## config.mk

```make
export PLATFORM = sky130hd
export DESIGN_NAME = reg_window_file_flat
export DESIGN_NICKNAME = d
export VERILOG_FILES = /design/src/rtl/reg_window_file_if.sv /design/src/rtl/reg_window_file.sv /design/src/flat_wrapper.sv
export SDC_FILE = /design/constraint.sdc
export NUM_CORES = 2
export LEC_CHECK = 0
export CORE_ASPECT_RATIO = 1.75
export CORE_MARGIN = 2
export CORE_UTILIZATION = 40
export CTS_CLUSTER_SIZE = 16
export DETAILED_ROUTE_END_ITERATION = 8
export MAX_ROUTING_LAYER = met4
export PLACE_DENSITY = 0.61
export SYNTH_ARGS = -nofsm -noshare
export SYNTH_HDL_FRONTEND = slang
export SYNTH_SLANG_ARGS = --single-unit
```

## constraint.sdc

```tcl
create_clock -name clk -period 3.62 [get_ports clk]
set_input_delay 0.724 -clock clk [delete_from_list [all_inputs] [get_ports clk]]
set_output_delay 0.724 -clock clk [all_outputs]
set_load 0.02 [all_outputs]
```

## src/rtl/reg_window_file_if.sv

```systemverilog
// rtl/reg_window_file_if.sv - windowed register file port bundle
interface reg_window_file_if #(
    parameter int WORD_WIDTH = 16,
    parameter int NIB_WIDTH  = 4,
    parameter int WIN_WIDTH  = 2
);
    logic [NIB_WIDTH-1:0]  rd_a_num;
    logic [WORD_WIDTH-1:0] rd_a_data;
    logic [NIB_WIDTH-1:0]  rd_b_num;
    logic [WORD_WIDTH-1:0] rd_b_data;
    logic [NIB_WIDTH-1:0]  wr_num;
    logic [WORD_WIDTH-1:0] wr_val;
    logic                  set;
    logic                  push;
    logic                  pop;
    logic [WIN_WIDTH-1:0]  win;
    logic                  busy;
    logic                  overflow;
    logic                  underflow;

    modport master (
        output rd_a_num, rd_b_num, wr_num, wr_val, set, push, pop,
        input  rd_a_data, rd_b_data, win, busy, overflow, underflow
    );

    modport slave (
        input  rd_a_num, rd_b_num, wr_num, wr_val, set, push, pop,
        output rd_a_data, rd_b_data, win, busy, overflow, underflow
    );
endinterface

```

## src/rtl/reg_window_file.sv

```systemverilog
// rtl/reg_window_file.sv - register file with push/pop windows and bypassed reads
module reg_window_file #(
    parameter int WORD_WIDTH = 16,
    parameter int NIB_WIDTH  = 4,
    parameter int WIN_WIDTH  = 2
) (
    input  logic              clk,
    input  logic              reset,
    reg_window_file_if.slave  bus
);
    localparam int AW    = WIN_WIDTH + NIB_WIDTH;
    localparam int DEPTH = 1 << AW;

    localparam logic [WIN_WIDTH-1:0] WIN_ONE = 1;
    localparam logic [WIN_WIDTH-1:0] WIN_MAX = '1;
    localparam logic [WIN_WIDTH-1:0] WIN_MIN = '0;
    localparam logic [NIB_WIDTH-1:0] NIB_ONE = 1;
    localparam logic [NIB_WIDTH-1:0] NIB_MAX = '1;

    typedef enum logic {IDLE, CLEAR} state_t;

    state_t                state;
    logic [NIB_WIDTH-1:0]  cnt;
    logic [WIN_WIDTH-1:0]  win;
    logic                  overflow;
    logic                  underflow;
    logic [WORD_WIDTH-1:0] mem [DEPTH];

    always_ff @(posedge clk) begin
        if (reset) begin
            for (int i = 0; i < DEPTH; i++) begin
                mem[i[AW-1:0]] <= '0;
            end
            state     <= IDLE;
            cnt       <= '0;
            win       <= '0;
            overflow  <= 1'b0;
            underflow <= 1'b0;
        end else begin
            case (state)
                IDLE: begin
                    // A write always lands in the window current at this edge,
                    // even when the same edge moves the window pointer.
                    if (bus.set) begin
                        mem[{win, bus.wr_num}] <= bus.wr_val;
                    end
                    if (bus.push && !bus.pop) begin
                        if (win == WIN_MAX) begin
                            overflow <= 1'b1;
                        end else begin
                            win   <= win + WIN_ONE;
                            cnt   <= '0;
                            state <= CLEAR;
                        end
                    end else if (bus.pop && !bus.push) begin
                        if (win == WIN_MIN) begin
                            underflow <= 1'b1;
                        end else begin
                            win <= win - WIN_ONE;
                        end
                    end
                end
                CLEAR: begin
                    // Requests arriving here are dropped, not queued.
                    mem[{win, cnt}] <= '0;
                    cnt             <= cnt + NIB_ONE;
                    if (cnt == NIB_MAX) begin
                        state <= IDLE;
                    end
                end
                default: state <= IDLE;
            endcase
        end
    end

    always_comb begin
        bus.rd_a_data = mem[{win, bus.rd_a_num}];
        bus.rd_b_data = mem[{win, bus.rd_b_num}];
        if (state == CLEAR) begin
            bus.rd_a_data = '0;
            bus.rd_b_data = '0;
        end else if (bus.set) begin
            if (bus.wr_num == bus.rd_a_num) bus.rd_a_data = bus.wr_val;
            if (bus.wr_num == bus.rd_b_num) bus.rd_b_data = bus.wr_val;
        end
    end

    assign bus.win       = win;
    assign bus.busy      = (state == CLEAR);
    assign bus.overflow  = overflow;
    assign bus.underflow = underflow;
endmodule

```

## src/flat_wrapper.sv

```systemverilog
// flat-port wrapper written by rule: the top's interface ports become plain ports
module reg_window_file_flat 
#(
    parameter int WORD_WIDTH = 16,
    parameter int NIB_WIDTH  = 4,
    parameter int WIN_WIDTH  = 2
)
  (clk, reset, bus_rd_a_num, bus_rd_b_num, bus_wr_num, bus_wr_val, bus_set, bus_push, bus_pop, bus_rd_a_data, bus_rd_b_data, bus_win, bus_busy, bus_overflow, bus_underflow);
  reg_window_file_if #(.WORD_WIDTH(WORD_WIDTH), .NIB_WIDTH(NIB_WIDTH), .WIN_WIDTH(WIN_WIDTH)) bus_i ();
  input  logic clk;
  input  logic reset;
  input wire logic [$bits(bus_i.rd_a_num)-1:0] bus_rd_a_num;
  input wire logic [$bits(bus_i.rd_b_num)-1:0] bus_rd_b_num;
  input wire logic [$bits(bus_i.wr_num)-1:0] bus_wr_num;
  input wire logic [$bits(bus_i.wr_val)-1:0] bus_wr_val;
  input wire logic [$bits(bus_i.set)-1:0] bus_set;
  input wire logic [$bits(bus_i.push)-1:0] bus_push;
  input wire logic [$bits(bus_i.pop)-1:0] bus_pop;
  output wire logic [$bits(bus_i.rd_a_data)-1:0] bus_rd_a_data;
  output wire logic [$bits(bus_i.rd_b_data)-1:0] bus_rd_b_data;
  output wire logic [$bits(bus_i.win)-1:0] bus_win;
  output wire logic [$bits(bus_i.busy)-1:0] bus_busy;
  output wire logic [$bits(bus_i.overflow)-1:0] bus_overflow;
  output wire logic [$bits(bus_i.underflow)-1:0] bus_underflow;
  assign bus_i.rd_a_num = bus_rd_a_num;
  assign bus_i.rd_b_num = bus_rd_b_num;
  assign bus_i.wr_num = bus_wr_num;
  assign bus_i.wr_val = bus_wr_val;
  assign bus_i.set = bus_set;
  assign bus_i.push = bus_push;
  assign bus_i.pop = bus_pop;
  assign bus_rd_a_data = bus_i.rd_a_data;
  assign bus_rd_b_data = bus_i.rd_b_data;
  assign bus_win = bus_i.win;
  assign bus_busy = bus_i.busy;
  assign bus_overflow = bus_i.overflow;
  assign bus_underflow = bus_i.underflow;
  reg_window_file #(.WORD_WIDTH(WORD_WIDTH), .NIB_WIDTH(NIB_WIDTH), .WIN_WIDTH(WIN_WIDTH)) u_core (.clk(clk), .reset(reset), .bus(bus_i));
endmodule
```

==> impl_metrics.toml <==
[logic_synthesis]
synthesis.instances = 3886
postSynthRegisterBits = 1033
synth.yosys.seq_area_share = 0.581
synth_common_cells = "nor2_1, edfxtp_1, mux4_2, clkbuf_1, mux2i_1"
synth_enable_flop_cells = 1024
synth.distinct_cells = 54
synthMostInstantiatedCell = "nor2_1"
syn_area_sq_um = 53200
dominantRegCellSynth = "edfxtp_1"
ys_warn_count = 0
syn_area_cell_sq_um = 13.7
synth_async_sr_flop_share = 0
syn_nets = 3920
yosysTopAreaCell = "edfxtp_1"
synth_top_cell_area_share = 0.578
yosys-top-cells-area = "edfxtp_1, mux4_2, nor2_1"

[run_status]
outcome = "finished with violations"
violations_in_the_final_reports = "setup timing"

[cts]
htreeDepth = 3
cts_buffers = 94
clkLatencyLatePin_ps = 740
cts_root_buf = "clkbuf_16"
clk_pin_slew_worst_paths_ps = 70
cts_sinks = 1033
cts_tree = "built"
cts.path.max_buffers = 3

[drt]
ant_nets = 0
average_via_count_per_standard_cell = 6.32
met3_wirelength_um = 15900
met2_length_um = 110000
route.layer.met1.wl_um = 68700
top_layer = "met4"
route.final.wire_length_um = 218000
drc_errors = 0
drt-initial-drc-count = 4673
via_count = 39177
first_pass_iters = 6
wl_per_cell_um = 35.2

[timing]
timing.slew.headroom = 0.481
fmaxAchievable_mhz = 253
worst-slew-pin-transition_ps = 778
grt_setup_unrepaired = "true"
worst_clock_skew_ps = 35.0
period_share = 1.09
summed_negative_setup_slack_over_all_endpoints_ps = -6300
final_hold_viol_count = 0
final_max_slew_viol_count = 0
timing.final.setup_violations = 32
finalWorstSetupSlack_ps = -332
finalWorstPathRequiredPeriod_ps = 3950

[critical_path]
critPathMaxFanout = 6
launching_element_type_of_the_critical_path = "primary input"
setup.worst_path.end_class = "output pin"
criticalPathCategory = "primary input to output pin"
cp_required_ps = 2900
timing.critical_path.arrival_ps = 3230

[place]
gp_congestion = 1.05
worst_slack_after_detailed_placement_ps = -1630
io_buffers = 69
placed_cells = 5905
detailed_place_hpwl_um = 153000

[power_and_ir_drop]
cellPowerDensity_nw_per_um2 = 434
totalPowerFinal_mw = 29.3
ir_worst_vdd_mv = 0.351
p_leak_nw = 24.6

[floorplanning]
dieHeight_um = 486
ios = 70
start_util = 0.402
die-width_um = 280
dieArea_sq_um = 136000
coreArea_sq_um = 132000
rows = 177

[grt]
grt_max_degree = 65
grt_overflow = 0
grt_use_total = 0.328
number_of_global_route_vias_before_repair = 39240
grt_antenna_before_repair = 2
wire_length_of_the_first_global_routing_pass_um = 301000

[final_layout]
finish.cell_count_without_fillers = 6194
area.growth.synth_to_final_pct = 26.8
layout-drive-gt1-share = 0.349
final_nets = 4446

[hold_path]
hold_path_class = "flop to flop"

[job]
max-cap-violations = 0
## worst max-delay path, cell delays in order
cell	delay, ps
buf_16	130
buf_16	160
buf_8	130
mux4_2	520
a22o_1	230
a221oi_4	520
o22ai_2	220
nor3_2	210
buf_4	160
nor3_2	40
buf_4	160
## cells by family after synthesis
logic type               after synthesis  synth area share
buffers and inverters                380            0.0337
adder cells (fa/ha/maj)                1          0.000235
AND/OR/NAND/NOR                     1403             0.106
flip-flops                          1033             0.581
multiplexers                         660             0.220
AO/OA/AOI/OAI                        401            0.0574
XOR/XNOR                               8           0.00132
## state kept, by name, indices dropped and copies added (netlist names)
signal / count
u_core.bus.underflow: 1
u_core.bus.busy: 1
u_core.cnt: 4
u_core.bus.overflow: 1
u_core.bus.win: 2
u_core.mem: 1024
## area by class of cell
type                       count  area (sq um)
fill                       11155         65000
sequential                  1033         30900
multi-input combinational   2474         22500
timing repair buffer         801          8650
clock buffer                 104          2420
tap                         1700          2130
clock inverter                73           805
inverter                       8          33.8
antenna                        1          2.50
## metrics by stage
stage / instance area [sq um] / hold slack, ps / util
floorplan: 53200 / 525 / -
global placement: 60600 / 456 / 0.457
detailed placement: 60600 / 480 / 0.457
CTS: 66800 / 501 / 0.505
global route: 67400 / 553 / 0.509
finish: 67400 / 493 / 0.509
## power breakdown
group / switching (mW) / internal, mW / leakage [nW]
sequential: 0.252 / 13.5 / 10.7
combinational: 2.81 / 2.04 / 12.4
clock: 4.89 / 5.76 / 1.56
total: 7.95 / 21.3 / 24.6
## what timing repair did
item	in CTS	in global routing
setup endpoints to repair	32	32
gates resized for setup	497	98
hold buffers	0	0
gates cloned	15	4
pin swaps	100	68
buffers inserted	68	32
## cell usage in the layout, fill, tap and decap left out, types with 12 or more instances in the layout
| master | count |
|---|---|
| nor2_1 | 1113 |
| edfxtp_1 | 1024 |
| buf_4 | 530 |
| mux4_2 | 407 |
| mux2i_1 | 219 |
| buf_12 | 137 |
| clkbuf_16 | 100 |
| nand2_1 | 84 |
| a22oi_1 | 75 |
| nand2b_1 | 70 |
| a221oi_4 | 56 |
| buf_6 | 56 |
| nand3_1 | 47 |
| a22o_1 | 41 |
| clkdlybuf4s50_1 | 26 |
| mux2_2 | 25 |
| a221oi_2 | 22 |
| a221oi_1 | 22 |
| buf_16 | 22 |
| clkinv_1 | 21 |
| o22ai_1 | 20 |
| a21oi_1 | 19 |
| clkinv_2 | 19 |
| nand2_2 | 17 |
| a22o_4 | 17 |
| o22ai_4 | 16 |
| nor3_2 | 16 |
| o21ai_0 | 15 |
| o31a_1 | 14 |
| nor3_1 | 13 |
| o22ai_2 | 13 |
| bufinv_16 | 12 |
## final timing paths
kind / endpoint / slack (ps) / cells past startpoint / start
min reg2reg: u_core.bus.underflow / 490 / 2 / u_core.bus.underflow
max reg2reg: u_core.mem[20][13] / 830 / 8 / u_core.bus.busy
min: u_core.bus.underflow / 490 / 2 / u_core.bus.underflow
max: bus_rd_a_data[14] / -330 / 11 / bus_rd_a_num[0]
## metal layers
layer / vias up / GRT usage
met5: - / -
met4: 0 / 0.279
met3: 702 / 0.0487
met2: 2359 / 0.548
met1: 20121 / 0.338
li1: 15995 / -
Note: power is estimated with default switching activity, not from simulation.
